<file path="src/rtl/fifo_hdl_pkg.sv">
// Shared helpers for the width splitter/combiner family: sizing math,
// occupancy encoding and the beat-to-bit-offset mapping.
package fifo_hdl_pkg;

    function automatic int clog2(input int n);
        int r;
        r = 0;
        for (int v = 1; v < n; v = v * 2) begin
            r++;
        end
        return r;
    endfunction

    // Beat counter width; at least one bit so NSIZE=2..256 all get a real field.
    function automatic int csize_of(input int nsize);
        return (clog2(nsize) < 1) ? 1 : clog2(nsize);
    endfunction

    typedef enum logic [1:0] {
        EMPTY = 2'd0,
        ONE   = 2'd1,
        FULL  = 2'd2
    } occ_t;

    // Bit offset of beat idx in a wide word; matches the combiner's packing.
    function automatic int beat_offset(input int idx, input int dsize,
                                       input int nsize, input int msb_first);
        return (msb_first != 0) ? dsize * (nsize - 1 - idx) : dsize * idx;
    endfunction

endpackage

</file>
<file path="src/rtl/fifo_word_buf2.sv">
// Two-entry ping-pong word store with registered ready. The head entry is
// read from registered state only, so nothing from the write side reaches it.
module fifo_word_buf2
    import fifo_hdl_pkg::*;
#(
    parameter int WSIZE = 8,
    parameter int CSIZE = 3
) (
    input  logic             clock,
    input  logic             rst_n,
    input  logic [WSIZE-1:0] in_data,
    input  logic [CSIZE-1:0] in_cnt,
    input  logic             in_last,
    input  logic             push,
    output logic             ready,
    input  logic             pop,
    output logic [WSIZE-1:0] head_data,
    output logic [CSIZE-1:0] head_cnt,
    output logic             head_last,
    output logic             head_vld
);

    occ_t occ_reg, occ_next;
    logic wr_ptr_reg;
    logic rd_ptr_reg;
    logic ready_reg;

    logic [WSIZE-1:0] data_mem [2];
    logic [CSIZE-1:0] cnt_mem  [2];
    logic             last_mem [2];

    always_comb begin
        occ_next = occ_reg;
        case (occ_reg)
            EMPTY: if (push) occ_next = ONE;
            ONE: begin
                if (push && !pop)      occ_next = FULL;
                else if (!push && pop) occ_next = EMPTY;
            end
            FULL:  if (pop) occ_next = ONE;
            default: occ_next = EMPTY;
        endcase
    end

    always_ff @(posedge clock or negedge rst_n) begin
        if (!rst_n) begin
            occ_reg    <= EMPTY;
            wr_ptr_reg <= 1'b0;
            rd_ptr_reg <= 1'b0;
            ready_reg  <= 1'b0;
        end else begin
            occ_reg   <= occ_next;
            ready_reg <= (occ_next != FULL);
            if (push) wr_ptr_reg <= ~wr_ptr_reg;
            if (pop)  rd_ptr_reg <= ~rd_ptr_reg;
        end
    end

    // Contents need no reset: occupancy alone decides what is visible.
    always_ff @(posedge clock) begin
        if (push) begin
            data_mem[wr_ptr_reg] <= in_data;
            cnt_mem[wr_ptr_reg]  <= in_cnt;
            last_mem[wr_ptr_reg] <= in_last;
        end
    end

    assign ready     = ready_reg;
    assign head_vld  = (occ_reg != EMPTY);
    assign head_data = data_mem[rd_ptr_reg];
    assign head_cnt  = cnt_mem[rd_ptr_reg];
    assign head_last = last_mem[rd_ptr_reg];

endmodule

</file>
<file path="src/rtl/fifo_split.sv">
// Width splitter: takes one DSIZE*NSIZE-bit word per handshake and emits
// up to NSIZE DSIZE-bit beats, one per cycle, in the combiner's beat order.
module fifo_split
    import fifo_hdl_pkg::*;
#(
    parameter int  DSIZE     = 1,
    parameter int  NSIZE     = 8,
    parameter int  MSB_FIRST = 1,
    localparam int CSIZE     = csize_of(NSIZE)
) (
    input  logic                   clock,
    input  logic                   rst_n,
    input  logic [DSIZE*NSIZE-1:0] wr_data,
    input  logic                   wr_vld,
    output logic                   wr_ready,
    input  logic [CSIZE-1:0]       wr_cnt,
    input  logic                   wr_last,
    output logic [DSIZE-1:0]       rd_data,
    output logic                   rd_vld,
    input  logic                   rd_ready,
    output logic                   rd_align_last,
    output logic                   rd_last
);

    localparam int               WSIZE   = DSIZE * NSIZE;
    localparam logic [CSIZE-1:0] CNT_MAX = CSIZE'(NSIZE - 1);

    logic [CSIZE-1:0] cnt_sat;
    logic             push;
    logic             pop_beat;
    logic             pop_word;
    logic             final_beat;

    logic [WSIZE-1:0] head_data;
    logic [CSIZE-1:0] head_cnt;
    logic             head_last;
    logic             head_vld;

    logic [CSIZE-1:0] beat_reg;
    logic [DSIZE-1:0] beat_data [NSIZE];

    // Out-of-range counts (non-power-of-two NSIZE) collapse to a full word.
    assign cnt_sat = (wr_cnt > CNT_MAX) ? CNT_MAX : wr_cnt;
    assign push    = wr_vld && wr_ready;

    fifo_word_buf2 #(
        .WSIZE (WSIZE),
        .CSIZE (CSIZE)
    ) u_buf (
        .clock     (clock),
        .rst_n     (rst_n),
        .in_data   (wr_data),
        .in_cnt    (cnt_sat),
        .in_last   (wr_last),
        .push      (push),
        .ready     (wr_ready),
        .pop       (pop_word),
        .head_data (head_data),
        .head_cnt  (head_cnt),
        .head_last (head_last),
        .head_vld  (head_vld)
    );

    generate
        for (genvar gi = 0; gi < NSIZE; gi++) begin : g_beat
            localparam int OFF = beat_offset(gi, DSIZE, NSIZE, MSB_FIRST);
            assign beat_data[gi] = head_data[OFF +: DSIZE];
        end
    endgenerate

    assign final_beat = (beat_reg == head_cnt);
    assign pop_beat   = head_vld && rd_ready;
    assign pop_word   = pop_beat && final_beat;

    always_ff @(posedge clock or negedge rst_n) begin
        if (!rst_n) begin
            beat_reg <= '0;
        end else if (pop_beat) begin
            beat_reg <= final_beat ? '0 : beat_reg + 1'b1;
        end
    end

    // Gate by valid so stale buffer contents never show on rd_data.
    assign rd_vld        = head_vld;
    assign rd_data       = head_vld ? beat_data[beat_reg] : '0;
    assign rd_align_last = head_vld && final_beat;
    assign rd_last       = rd_align_last && head_last;

endmodule

</file>
<file path="config.mk">
export PLATFORM = sky130hd
export DESIGN_NAME = fifo_split
export DESIGN_NICKNAME = d
export VERILOG_FILES = /design/src/rtl/fifo_hdl_pkg.sv /design/src/rtl/fifo_word_buf2.sv /design/src/rtl/fifo_split.sv
export SDC_FILE = /design/constraint.sdc
export NUM_CORES = 1
export LEC_CHECK = 0
export ABC_AREA = 0
export CORE_MARGIN = 2
export CORE_UTILIZATION = 53
export DETAILED_ROUTE_END_ITERATION = 8
export PLACE_DENSITY = 0.86
export SYNTH_ARGS = -nofsm -noshare
export SYNTH_HDL_FRONTEND = slang
export SYNTH_SLANG_ARGS = --single-unit
</file>
<file path="constraint.sdc">
create_clock -name clock -period 3.9 [get_ports clock]
set_clock_uncertainty 0.15 [all_clocks]
set_input_delay 0.78 -clock clock [delete_from_list [all_inputs] [get_ports clock]]
set_output_delay 0.78 -clock clock [all_outputs]
set_load 0.1 [all_outputs]
</file>
**Word-level counts from Yosys, hierarchy flattened**

Memories as Yosys holds them, arrays and structs flattened.
Cells that the tools add are included.
Widths: inputs -> output; s select.

- Add/subtract/negate cells: 1
- $mul: 0
- Divide/modulo/power cells: 0
- $lt $le $gt $ge: 2
- Equal/unequal tests: 4
- Shift-type cells: 0
- Muxes and demuxes: 13
- Bitwise logic cells: 3
- Reductions and logical operators: 11

Operators by type and width:

| cell | count |
|---|---|
| $mux 2 | 4 |
| $logic_and 1x1->1 | 7 |
| $mux 3 | 2 |
| $pmux 2 s3 | 1 |
| $mux 1 | 5 |
| $ge 4x4->1 const B | 1 |
| $not 3->4 | 1 |
| $add 3x1->3 const B | 1 |
| $bmux 1 s3 | 1 |
| $eq 3x3->1 | 1 |
| $gt 3x3->1 const B | 1 |
| $eq 2x1->1 const B | 1 |
| $eq 2x2->1 const B | 1 |
| $logic_not 1->1 | 2 |
| $logic_not 2->1 | 1 |
| $ne 2x2->1 const B | 1 |
| $not 1->1 | 2 |
| $reduce_bool 2->1 | 1 |

- Register bits after elaboration: 8
- Latch bits: 0
- RAM bits: 24
- Bits in read-only memories: 0
- Input port bits: 16
- Output and inout port bits: 5
- Word-level logic and storage cells: 42
- Memories: 3

Memory list:

| memory | depth | bits a word | read ports | clocked after Yosys merged registers in | wr ports | line | text |
|---|---|---|---|---|---|---|---|
| u_buf.data_mem | 2 | 8 | 1 | 0 | 1 | fifo_word_buf2.sv:28 | `logic [WSIZE-1:0] data_mem [2];` |
| u_buf.cnt_mem | 2 | 3 | 1 | 0 | 1 | fifo_word_buf2.sv:29 | `logic [CSIZE-1:0] cnt_mem [2];` |
| u_buf.last_mem | 2 | 1 | 1 | 0 | 1 | fifo_word_buf2.sv:30 | `logic last_mem [2];` |

**Depth between registers and ports, before layout**

Gate-level depths: netlist (run 1).

- Word-level depth: 8
- Mapped depth: 6
- Mapped depth without buffers: 5

**By module**

Synthesis (run 1) repeated with hierarchy kept, for this count alone.

- Cells, all modules: 91
- Area, all modules: 1403.8 um2

By module, submodules not included:

| module | instances | cells each | area each (um2) | sequential area each (um2) |
|---|---|---|---|---|
| fifo_word_buf2 | 1 | 56 | 1117.3 | 845.8 |
| fifo_split | 1 | 35 | 286.5 | 75.1 |

**Worst setup path after synthesis (run 1)**

No wires, ideal clock.

- Kind: reg-to-output
- Start point: register u_buf.rd_ptr_reg
- End point: output port rd_last
- Data arrival time: 3.176 ns
- Required time: 2.970 ns
- Slack: -0.206 ns
- Cell stages (with the launch flop): 6
- Buffers on the path: 1
- Path through: dfrtp_1 buf_6 mux2i_1 xor2_1 nand3_1 nor3_1

- Cells in the longest elaborated chain, start to end: 4
- Elaborated cells between the ends (all ways): 5
- Those cells by class: eq/ne: 1; reduce/logical: 2; memory: 2

RTL lines:

| element | line | text |
|---|---|---|
| from (decl) | fifo_word_buf2.sv:25 | `logic rd_ptr_reg;` |
| from (signal assigned) | fifo_word_buf2.sv:55 | `if (pop) rd_ptr_reg <= ~rd_ptr_reg;` |
| $mem_v2 2x3 | - |  |
| $eq 3x3->1 | fifo_split.sv:71 | `assign final_beat = (beat_reg == head_cnt);` |
| $logic_and 1x1->1 | fifo_split.sv:86 | `assign rd_align_last = head_vld && final_beat;` |
| $logic_and 1x1->1 (*) | fifo_split.sv:87 | `assign rd_last = rd_align_last && head_last;` |
| to (decl) | fifo_split.sv:22 | `output logic rd_last` |

Every way passes the cells marked *; elsewhere a longest branch is shown, timed or not.

**Final worst setup path (run 1)**

- Start point: register u_buf.rd_ptr_reg
- End point: output port rd_data

- Cells in the longest elaborated chain, start to end: 5

RTL lines:

| element | line | text |
|---|---|---|
| $mem_v2 2x8 | - |  |
| $bmux 1 s3 | fifo_split.sv:85 | `assign rd_data = head_vld ? beat_data[beat_reg] : '0;` |
| $mux 1 (not written as such) (2 in a row) | fifo_split.sv:85 |  |
| $mux 1 | fifo_split.sv:85 |  |
| to (decl) | fifo_split.sv:18 | `output logic [DSIZE-1:0] rd_data,` |

No other way between the ends. The select of a mux whose other input is x is not followed.

==> impl_metrics.yaml, run 1 <==
setup_path:
  critical_path_class: "reg -> out"
  worstReg2RegEnd: "u_buf.occ_reg[0]$_DFF_PN0_"
  r2r_slack_ps: 1870
  critPathSlowestCell: "dfrtp_1"
  cp.required_ps: 2970
  slowest_delay_ps: 630
  crit_arrival_ps: 2400
  critical_path.cell_chain: "mux4_1 > mux4_2 > and2_1 > buf_4"
  cp_max_fo: 9
  cp-start-kind: "register"
  r2r-start: "u_buf.rd_ptr_reg$_DFFE_PN0P_"
  r2r_cells: 5
  end_kind: "output port"
synth:
  synth.top_cell.area_share_pct: 54.34
  synth_cell_types: 23
  yosysTopAreaCell: "edfxtp_1"
  netlist_area_mm2: 0.001326
  synth_area_leaders: "edfxtp_1, dfrtp_1, mux4_1"
  syn_avg_cell_area_um2: 16.17
  yosysMostFrequentCell: "edfxtp_1"
  synthFlopType: "edfxtp_1"
  synth_edf_count: 24
  synth_nets: 99
  synthCells: 82
  async_flop_share_pct: 25.00
  synth_seq_cells: 32
  ys_top_cells_by_count: "edfxtp_1, dfrtp_1, nand2_1"
  yosysSeqAreaShare_pct: 69.43
  yosysWarningCount: 0
die:
  pin_count: 21
  die_h_um: 54.03
  start_util_pct: 54.53
  die_x_um: 54.03
  core_area_mm2: 0.002432
  row_count: 18
  dieArea_mm2: 0.002919
clock_network:
  cts_tree: "built"
  cts_hold_buf: 0
  cts.htree.levels: 2
  cts_buffers: 5
  clockBufferDepth: 2
  cts_sinks: 32
  post_cts_buffers: 0
  path_clk_slew_ps: 100
  cts_resized: 0
  clock_latency_ps: 330
  root_buffer: "clkbuf_4"
power:
  power.switching_mw: 0.5125
  seqPwrFrac_pct: 41.7
  comb_power_share_pct: 39.5
  clockPowerShare_pct: 18.8
  switching_share_pct: 39.54
  power_density_mw_per_mm2: 802.4
  p_leak_nw: 0.6090
  max-vdd-ir-drop_v: 0.0008087
  p_int_mw: 0.7837
final_layout:
  syn2layout_area_growth_pct: 21.79
  fillers: 186
  diodes: 0
  nNetsFinal: 121
  drive_gt1_share_pct: 15.24
  largest_reg_flops: 16
timing:
  worstMarginPinSlew_ps: 1030
  drv_slew: 0
  relSlewSlack_pct: 31.05
  min_period_over_period_pct: 85.45
  hold_violations: 0
  setup_viol: 0
  tns_ps: 0
  fin_crit_ps: 3333
  fmax_mhz: 300.1
  rsz0062_at_grt: "no"
  fin_ws_ps: 567.4
flow_run:
  drv_cap: 0
place:
  place_ws_ps: 921.0
  gp_congestion: 0.6724
  hpwl_um: 1322
  port_buffers: 20
routing:
  drt_iter0_drc: 9
  drtPass1Iterations: 4
  routed_wl_um: 1839
  avgRoutedWirePerCell_um: 13.62
  vias: 712
  drc_errors: 0
  vias_per_cell: 5.274
  antenna_left: 0
global_routing:
  antenna_found_initial: 0
  grt_pass1_vias: 650
  gr-total-overflow: 0
  grt_max_degree: 13
  grt_usage_pct: 16.39
  grt_pass1_wl_um: 3125
worst_hold_path:
  min_to: "u_buf.wr_ptr_reg$_DFFE_PN0P_"
  worst_hold_path_type: "reg -> reg"
  min_from: "u_buf.wr_ptr_reg$_DFFE_PN0P_"
  hold_depth: 1
run_status:
  outcome: "completed"
## power groups by stage
stage | combinational, mW | sequential [mW] | clock, mW
floorplan | 0.425 | 0.536 | 0
global placement | 0.504 | 0.547 | 0
detailed placement | 0.515 | 0.551 | 0
CTS | 0.516 | 0.543 | 0.250
global route | 0.554 | 0.557 | 0.266
finish | 0.511 | 0.541 | 0.244
## area by class of cell
class                           count  area, µm²  area share, %
Sequential cell                    32      920.9          57.01
Multi-Input combinational cell     43      376.6          23.32
Timing Repair Buffer               20      192.7          11.93
Clock inverter                      3      42.54          2.634
Clock buffer                        5      37.54          2.324
Tap cell                           30      37.54          2.324
Inverter                            2      7.507         0.4648
## kinds of logic (layout without fill, tap and decap cells)
family	after synthesis	after routing	synth area share, %
buf+inv	7	30	2.547
xor+xnor	5	5	3.302
mux	12	12	14.81
compound gates	6	6	2.453
simple gates	19	19	6.510
fa+ha+maj	1	1	0.9432
flops	32	32	69.43
## through the flow
stage	util, %	cells	power (mW)	area [µm²]	hold slack (ps)
floorplan	-	82	0.9615	1331	311.5
global placement	63.12	127	1.051	1535	330.3
detailed placement	63.12	127	1.066	1535	337.5
CTS	66.41	135	1.309	1615	357.8
global route	66.41	135	1.377	1615	376.0
finish	66.41	135	1.296	1615	351.3
## how the worst max path moves through the flow
| stage | cells after the start | to | startpoint | slack, ps |
|---|---|---|---|---|
| after floorplan | 5 | rd_align_last | u_buf.rd_ptr_reg$_DFFE_PN0P_ | 590 |
| after global placement | 4 | rd_data | u_buf.rd_ptr_reg$_DFFE_PN0P_ | 960 |
| after detailed placement | 4 | rd_data | u_buf.rd_ptr_reg$_DFFE_PN0P_ | 920 |
| after CTS | 4 | rd_data | u_buf.rd_ptr_reg$_DFFE_PN0P_ | 540 |
| after global routing | 4 | rd_data | u_buf.rd_ptr_reg$_DFFE_PN0P_ | 480 |
| final | 4 | rd_data | u_buf.rd_ptr_reg$_DFFE_PN0P_ | 570 |
## layer usage
layer	track usage (%)	vias up	wire length, µm
met1	22.62	335	857
met3	7.500	3	114
met4	6.250	0	27
met2	22.76	22	840
met5	0	-	0
li1	-	352	-
## critical path, delay by kind of cell, from the launching register on
kind	cells	cell delay (ps)
flops	1	630
mux	2	1060
buf+inv	1	230
simple gates	1	160
## layout by cell type (no fill, tap or decap), types with 2 or more instances in the layout
master,n
mux4_2,2
mux2_2,2
mux2i_1,5
nand2_1,7
dfrtp_1,8
o21ai_0,4
inv_1,2
clkdlybuf4s50_1,17
mux4_1,3
clkbuf_4,5
nand3_1,3
buf_4,3
xor2_1,4
edfxtp_1,24
nor2_1,4
Power figures use the tool's default switching activity.
==> run 2: changes to the inputs <==
Settings changed: CORE_UTILIZATION 53 to 54, PLACE_DENSITY 0.86 to 0.9.
==> run 2 against run 1 <==
Net effect:
- clock-buffer cell count unchanged
- clock power shrank 35%
- sequential share of layout area up 1.4 points
- non-clock buffer count unchanged
- first-iteration DRC count rose by 11%
- worst hold slack better by 7.7 ps
- final cell count down 2.2%
- register-to-register slack worse by 30 ps
- global-route usage up 1.2 points
- die area shrank 1.7%
- final area down 2.3%
==> impl_metrics.yaml, run 2 (synthesis gave the netlist of run 1 again) <==
die:
  die_h_um: 53.56
  dieArea_mm2: 0.002869
  row_count: 17
  pin_count: 21
  start_util_pct: 58.27
  die_x_um: 53.56
  core_area_mm2: 0.002276
routing:
  routed_wl_um: 1932
  drtPass1Iterations: 4
  drc_errors: 0
  avgRoutedWirePerCell_um: 14.64
  antenna_left: 0
  vias_per_cell: 5.492
  drt_iter0_drc: 10
  vias: 725
final_layout:
  diodes: 0
  layout_common_cells: "edfxtp_1, clkdlybuf4s50_1, dfrtp_1"
  mostFrequentLayoutCell: "edfxtp_1"
  nNetsFinal: 121
  largest_reg_flops: 16
  syn2layout_area_growth_pct: 18.96
  drive_gt1_share_pct: 12.50
clock_network:
  cts_resized: 0
  cts_buffers: 5
  clock_latency_ps: 310
  clockBufferDepth: 2
  cts_sinks: 32
  path_clk_slew_ps: 90
  cts_hold_buf: 0
  cts_tree: "built"
  cts.htree.levels: 2
  post_cts_buffers: 0
  root_buffer: "clkbuf_4"
place:
  hpwl_um: 1426
  port_buffers: 20
  place_ws_ps: 889.0
  gp_congestion: 0.6743
setup_path:
  r2r_cells: 5
  critical_path_class: "reg -> out"
  worstSetupPathDepth: 4
  end_kind: "output port"
  cp.required_ps: 2970
  crit_family: "multiplexers"
  critical_path.cell_chain: "mux4_1 > mux4_2 > and2_1 > buf_4"
  cp-start-kind: "register"
  cp_num_buf_inv: 1
  cp_max_fo: 9
  critPathSlowestCell: "dfrtp_1"
  crit_arrival_ps: 2400
  slowest_delay_ps: 630
worst_hold_path:
  hold_depth: 1
  worst_hold_path_type: "reg -> reg"
timing:
  hold_violations: 0
  fin_ws_ps: 565.8
  fin_crit_ps: 3334
  min_period_over_period_pct: 85.49
  relSlewSlack_pct: 35.20
  setup_viol: 0
  worstMarginPinSlew_ps: 968.9
  rsz0062_at_grt: "no"
  fmax_mhz: 299.9
  tns_ps: 0
  drv_slew: 0
global_routing:
  gr-total-overflow: 0
  grt_pass1_wl_um: 3208
  grt_max_degree: 13
  grt_pass1_vias: 731
  antenna_found_initial: 0
  grt_usage_pct: 17.60
run_status:
  outcome: "completed"
power:
  power_density_mw_per_mm2: 771.4
  max-vdd-ir-drop_v: 0.0005286
  fin_total_pwr_mw: 1.217
  p_leak_nw: 0.5940
flow_run:
  drv_cap: 0
## run 2: cell types whose count changed in the layout (fill, tap and decap cells not counted)
cell        change
bufinv_16       -1
clkinv_1        +2
clkinvlp_4      -1
clkinv_2        -1
## run 2: worst reg2reg max path: cells and delay by family, from the launching register on
family / cells / cell delay, ps
AO/OA/AOI/OAI: 1 / 140
AND/OR/NAND/NOR: 1 / 180
XOR/XNOR: 1 / 250
flip-flops: 1 / 630
multiplexers: 2 / 650
## run 2: stage by stage
step | hold WS (ps) | instances | cell area [µm²] | utilization (%)
floorplan | 311.5 | 82 | 1331 | -
finish | 359.0 | 132 | 1578 | 69.32
global placement | 328.2 | 125 | 1533 | 67.34
global route | 386.5 | 132 | 1578 | 69.32
detailed placement | 343.0 | 125 | 1533 | 67.34
CTS | 360.4 | 132 | 1578 | 69.32
## run 2: final timing paths
check | start | end | slack (ps)
worst max-delay path | u_buf.rd_ptr_reg$_DFFE_PN0P_ | rd_data | 570
worst min-delay path | u_buf.wr_ptr_reg$_DFFE_PN0P_ | u_buf.wr_ptr_reg$_DFFE_PN0P_ | 360
worst max register to register | u_buf.rd_ptr_reg$_DFFE_PN0P_ | u_buf.occ_reg[0]$_DFF_PN0_ | 1840
worst min register to register | u_buf.wr_ptr_reg$_DFFE_PN0P_ | u_buf.wr_ptr_reg$_DFFE_PN0P_ | 360
max in group asynchronous | rst_n | beat_reg[0]$_DFFE_PN0P_ | 2740
min in group asynchronous | rst_n | u_buf.occ_reg[0]$_DFF_PN0_ | 590
## run 2: cell type report
class / instances / area, µm²
Fill cell: 153 / 698.2
Multi-Input combinational cell: 43 / 376.6
Clock buffer: 5 / 37.54
Tap cell: 28 / 35.03
Sequential cell: 32 / 920.9
Timing Repair Buffer: 20 / 192.7
Clock inverter: 2 / 7.507
Inverter: 2 / 7.507
## run 2: layer usage
layer	global-route usage, %	vias up	share of wire (%)
met1	21.21	347	44
met4	8.547	0	1.3
met3	8.889	4	5.0
li1	-	350	-
met2	26.34	24	49
met5	0	-	0
## run 2: where the power goes
group          internal [mW]  switching [mW]
Clock                 0.0628          0.0967
Sequential             0.466          0.0766
Combinational          0.184           0.331
==> run 3: changes to the inputs <==
Settings changed: PLACE_DENSITY 0.9 to 0.78.
==> run 3 against run 2 <==
Net effect:
- critical endpoint unchanged
- sequential share of layout area down 0.50 points
- worst hold slack worse by 14 ps
- critical path type unchanged
- largest cell class unchanged
- routed wire length up 5.9%
- highest routed layer unchanged
- core utilization up 0.60 points
- total power up 1.4%
- die area unchanged
- final area up 0.87%
==> impl_metrics.yaml, run 3 (synthesis gave the netlist of run 1 again) <==
run_status:
  outcome: "completed"
clock_network:
  path_clk_slew_ps: 100
  cts_hold_buf: 0
  cts_resized: 0
  post_cts_buffers: 0
  clock_latency_ps: 320
  root_buffer: "clkbuf_4"
  cts_tree: "built"
  cts_buffers: 5
  cts_sinks: 32
  cts.htree.levels: 2
  clockBufferDepth: 2
global_routing:
  grt_max_degree: 13
  grt_pass1_vias: 743
  antenna_found_initial: 0
  grt_usage_pct: 17.81
  gr-total-overflow: 0
  grt_pass1_wl_um: 3243
timing:
  tns_ps: 0
  fin_crit_ps: 3345
  hold_violations: 0
  fmax_mhz: 298.9
  setup_viol: 0
  drv_slew: 0
  worstMarginPinSlew_ps: 962.3
  rsz0062_at_grt: "no"
  relSlewSlack_pct: 35.65
  min_period_over_period_pct: 85.78
power:
  clockPowerShare_pct: 13.8
  comb_power_share_pct: 42.3
  max-vdd-ir-drop_v: 0.0006160
  switching_share_pct: 41.69
  power_density_mw_per_mm2: 775.5
  fin_total_pwr_mw: 1.234
  power.switching_mw: 0.5146
  p_leak_nw: 0.6054
  p_int_mw: 0.7196
  seqPwrFrac_pct: 44.0
final_layout:
  largest_reg_flops: 16
  drive_gt1_share_pct: 15.09
  mostFrequentLayoutCell: "edfxtp_1"
  final_util_pct: 69.93
  layout_common_cells: "edfxtp_1, clkdlybuf4s50_1, dfrtp_1"
  nNetsFinal: 122
  diodes: 0
  final_cells: 134
  final_cell_area_mm2: 0.001592
  syn2layout_area_growth_pct: 20.00
routing:
  drtPass1Iterations: 4
  vias_per_cell: 5.567
  drc_errors: 0
  routed_wl_um: 2046
  antenna_left: 0
  drt_iter0_drc: 7
  vias: 746
  avgRoutedWirePerCell_um: 15.27
setup_path:
  crit_path_end: "rd_data"
  cp.required_ps: 2970
  end_kind: "output port"
  r2r_slack_ps: 1870
  cp-start-kind: "register"
  r2r_cells: 5
  critical_path_class: "reg -> out"
  crit_arrival_ps: 2420
  r2r-start: "u_buf.rd_ptr_reg$_DFFE_PN0P_"
  startpoint: "u_buf.rd_ptr_reg$_DFFE_PN0P_"
  worstReg2RegEnd: "u_buf.occ_reg[0]$_DFF_PN0_"
  cp_max_fo: 9
die:
  row_count: 17
  core_area_mm2: 0.002276
  die_h_um: 53.56
  dieArea_mm2: 0.002869
  start_util_pct: 58.27
  pin_count: 21
  die_x_um: 53.56
worst_hold_path:
  worst_hold_path_type: "reg -> reg"
flow_run:
  drv_cap: 0
place:
  port_buffers: 20
  dp.cells: 126
  post_dp_cell_area_mm2: 0.001540
  gp_congestion: 0.6973
run 3: stage by stage:
step | setup WS (ps) | hold WS (ps)
final | 554.6 | 344.7
after global placement | 949.6 | 328.3
after floorplan | 585.6 | 311.5
after global routing | 437.6 | 362.0
after detailed placement | 892.6 | 327.9
after CTS | 515.7 | 346.1
run 3: cell type report:
| class | instances | area (µm²) |
|---|---|---|
| clock buffer | 5 | 37.54 |
| tap | 28 | 35.03 |
| timing repair buffer | 21 | 200.2 |
| multi-input combinational | 43 | 376.6 |
| inverter | 2 | 7.507 |
| clock inverter | 3 | 13.76 |
| fill | 162 | 684.4 |
| sequential | 32 | 920.9 |
run 3: power groups by stage:
stage | sequential, mW | clock [mW] | combinational [mW]
finish | 0.543 | 0.170 | 0.522
floorplan | 0.536 | 0 | 0.425
CTS | 0.544 | 0.179 | 0.527
global route | 0.553 | 0.200 | 0.559
detailed placement | 0.551 | 0 | 0.524
global placement | 0.546 | 0 | 0.509
run 3: worst min path at each step:
stage                            startpoint                            to  cells after the start
2_1_floorplan  u_buf.wr_ptr_reg$_DFFE_PN0P_  u_buf.wr_ptr_reg$_DFFE_PN0P_                      1
3_3_place_gp   u_buf.wr_ptr_reg$_DFFE_PN0P_  u_buf.wr_ptr_reg$_DFFE_PN0P_                      1
3_5_place_dp   u_buf.wr_ptr_reg$_DFFE_PN0P_  u_buf.wr_ptr_reg$_DFFE_PN0P_                      1
4_1_cts        u_buf.wr_ptr_reg$_DFFE_PN0P_  u_buf.wr_ptr_reg$_DFFE_PN0P_                      1
5_1_grt        u_buf.wr_ptr_reg$_DFFE_PN0P_  u_buf.wr_ptr_reg$_DFFE_PN0P_                      1
6_report       u_buf.wr_ptr_reg$_DFFE_PN0P_  u_buf.wr_ptr_reg$_DFFE_PN0P_                      1
run 3: layer usage:
metal | up-vias | global-route usage, % | share of wire [%]
li1 | 357 | - | -
met1 | 364 | 20.12 | 40
met2 | 23 | 28.40 | 52
met3 | 2 | 8.333 | 6.8
met4 | 0 | 8.974 | 0.78
met5 | - | 0 | 0
run 3: critical path, cell delays in order, from the launching register on:
cell and delay (ps):
dfrtp_1 620, mux4_1 610, mux4_2 460, and2_1 170, buf_4 230
==> RTL edit (settings of run 2) <==
The parameter `NSIZE` goes from 8 to 16.
--- a/src/rtl/fifo_split.sv
+++ b/src/rtl/fifo_split.sv
@@ -4,7 +4,7 @@
     import fifo_hdl_pkg::*;
 #(
     parameter int  DSIZE     = 1,
-    parameter int  NSIZE     = 8,
+    parameter int  NSIZE     = 16,
     parameter int  MSB_FIRST = 1,
     localparam int CSIZE     = csize_of(NSIZE)
 ) (
Interface: changed (resized wr_cnt and wr_data); port bits go from 21 to 30. No check against the original RTL was run, so the function may have changed too.
==> RTL edit against run 2 <==
  * Sequential cell count increased by 19
  * Setup slack got worse by 0.19 ns
  * Total power increased by 51%
  * Sequential power increased by 61%
  * Area after synthesis increased by 60%
  * Sequential share of layout area decreased by 0.10 points
  * Maximum frequency decreased by 5.5%
  * Final area increased by 62%
  * Routed wire length increased by 81%
  * First-iteration DRC count increased to 8.5 times the old value
  * Utilization decreased by 0.67 points
  * Critical path type unchanged
  * Critical endpoint is now rd_last
  * Highest routed layer unchanged
==> RTL edit: results (changes against run 2) <==
[outcome]
status = finished clean

[sta]
tightestPinTransition_ns = 1.00  ; +0.0325 ns
worst_slack_ns = 0.373  ; -0.193 ns

[yosys]
synthMuxAreaShare_pct = 12.3  ; -2.5 points
ys_top_cells_by_area = edfxtp_1 (60%), dfrtp_1 (11%), mux4_2 (7.4%)
yosys_warnings = 0  ; unchanged
synth_fa_ha_area_share_pct = 0.591  ; -0.35 points
async_reset_ff_share_pct = 17.6  ; -7.4 points
synth_cell_type_count = 32  ; +39%
synth-compound-area-share_pct = 5.32  ; +2.9 points
synth.yosys.seq_area_share_pct = 70.2  ; +0.78 points
synth_enable_flop_cells = 42  ; +75%
synthXorXnorAreaFrac_pct = 2.48  ; -0.82 points
synth_nets = 150  ; +52%
post_synth_most_frequent_cells = edfxtp_1 (42), dfrtp_1 (9), mux2i_1 (8), nand2_1 (8), mux4_2 (7)

[layout]
final_layout_size_suffix_gt1_share_pct = 16.6  ; +4.1 points
fillers = 244  ; +59%
nets = 182  ; +50%
largest_reg_flops = 32  ; +16

[pwr]
max-vdd-ir-drop_v = 0.000365  ; -31%
p_leak_nw = 0.879  ; +48%
p_switching_uw = 685  ; +36%

[clock_network]
root_buffer = clkbuf_8
clock_path_buffers = 2  ; unchanged
htreeDepth = 2  ; unchanged

[setup_path]
crit_path_end = rd_last
crit_fanout = 14  ; +5
r2r_cells = 6  ; +1
rr_endpoint = beat_reg[2]$_DFFE_PN0P_
reg2reg_slack_ns = 1.66  ; -0.18 ns
arrival_ns = 2.60  ; +0.20 ns

[grt]
overflow = 0  ; unchanged
grt_pass1_wl_mm = 5.84  ; +82%
grt_pass1_vias = 1235  ; +69%
grtUsageTotal_pct = 18.6  ; +0.96 points

[place]
pre_cts_ws_ns = 0.676  ; -0.213 ns
hpwlAfterDp_mm = 2.38  ; +67%
portBuffers = 29  ; +45%
gp_congestion = 0.755  ; +12%

[route]
drt-initial-drc-count = 85  ; +75
wire_per_inst_um = 17.1  ; +17%
viasPerCell = 5.77  ; +5.1%

[RTL edit: cell families after synthesis]
group                    after synthesis
buffers and inverters                  7
multiplexers                          17
AND/OR/NAND/NOR                       26
adder cells (fa/ha/maj)                1
XOR/XNOR                               6
AO/OA/AOI/OAI                         16
flip-flops                            51
[RTL edit: area by class of cell]
| class | instances | area (um2) | share of cell area (%) |
|---|---|---|---|
| clock buffers | 5 | 68.8 | 2.70 |
| multi-input cells | 66 | 589 | 23.1 |
| well taps | 48 | 60.1 | 2.35 |
| inverters | 1 | 3.75 | 0.147 |
| clock inverters | 3 | 20.0 | 0.785 |
| repair buffers | 31 | 323 | 12.7 |
| flip-flops and latches | 51 | 1490 | 58.3 |
[RTL edit: through the flow]
step | util, % | setup TNS [ns] | area (um2) | cells
2_1_floorplan | - | -0.000938 | 2120 | 124
3_3_place_gp | 66.3 | 0 | 2460 | 197
3_5_place_dp | 66.3 | 0 | 2460 | 197
4_1_cts | 68.7 | 0 | 2550 | 205
5_1_grt | 68.7 | 0 | 2550 | 205
6_report | 68.7 | 0 | 2550 | 205
[RTL edit: how the worst min path moves through the flow]
| stage | startpoint | to | slack, ns | cells after the start |
|---|---|---|---|---|
| after floorplan | u_buf.wr_ptr_reg$_DFFE_PN0P_ | u_buf.wr_ptr_reg$_DFFE_PN0P_ | 0.31 | 1 |
| after global placement | u_buf.wr_ptr_reg$_DFFE_PN0P_ | u_buf.wr_ptr_reg$_DFFE_PN0P_ | 0.33 | 1 |
| after detailed placement | u_buf.wr_ptr_reg$_DFFE_PN0P_ | u_buf.wr_ptr_reg$_DFFE_PN0P_ | 0.33 | 1 |
| after CTS | u_buf.wr_ptr_reg$_DFFE_PN0P_ | u_buf.wr_ptr_reg$_DFFE_PN0P_ | 0.36 | 1 |
| after global routing | u_buf.wr_ptr_reg$_DFFE_PN0P_ | u_buf.wr_ptr_reg$_DFFE_PN0P_ | 0.39 | 1 |
| final | u_buf.wr_ptr_reg$_DFFE_PN0P_ | u_buf.wr_ptr_reg$_DFFE_PN0P_ | 0.36 | 1 |
[RTL edit: worst max-delay path, cell delays in order (launching register included)]
cell	delay (ns)
dfrtp_1	0.80
mux2i_1	0.31
xnor2_1	0.10
nor4_2	0.26
buf_4	0.22
and2_1	0.20
nor2b_2	0.20
buf_12	0.19
[RTL edit: metal layers]
| metal | part of all wire (%) | track usage (%) |
|---|---|---|
| met5 | 0 | 0 |
| met4 | 0.83 | 6.89 |
| met3 | 4.9 | 5.24 |
| met2 | 53 | 32.8 |
| met1 | 41 | 21.4 |
[RTL edit: power by group through the flow]
stage	combinational [mW]	clock [mW]	sequential (mW)
global route	0.713	0.329	0.900
detailed placement	0.668	0	0.889
finish	0.667	0.293	0.876
floorplan	0.580	0	0.825
global placement	0.647	0	0.877
CTS	0.673	0.304	0.880
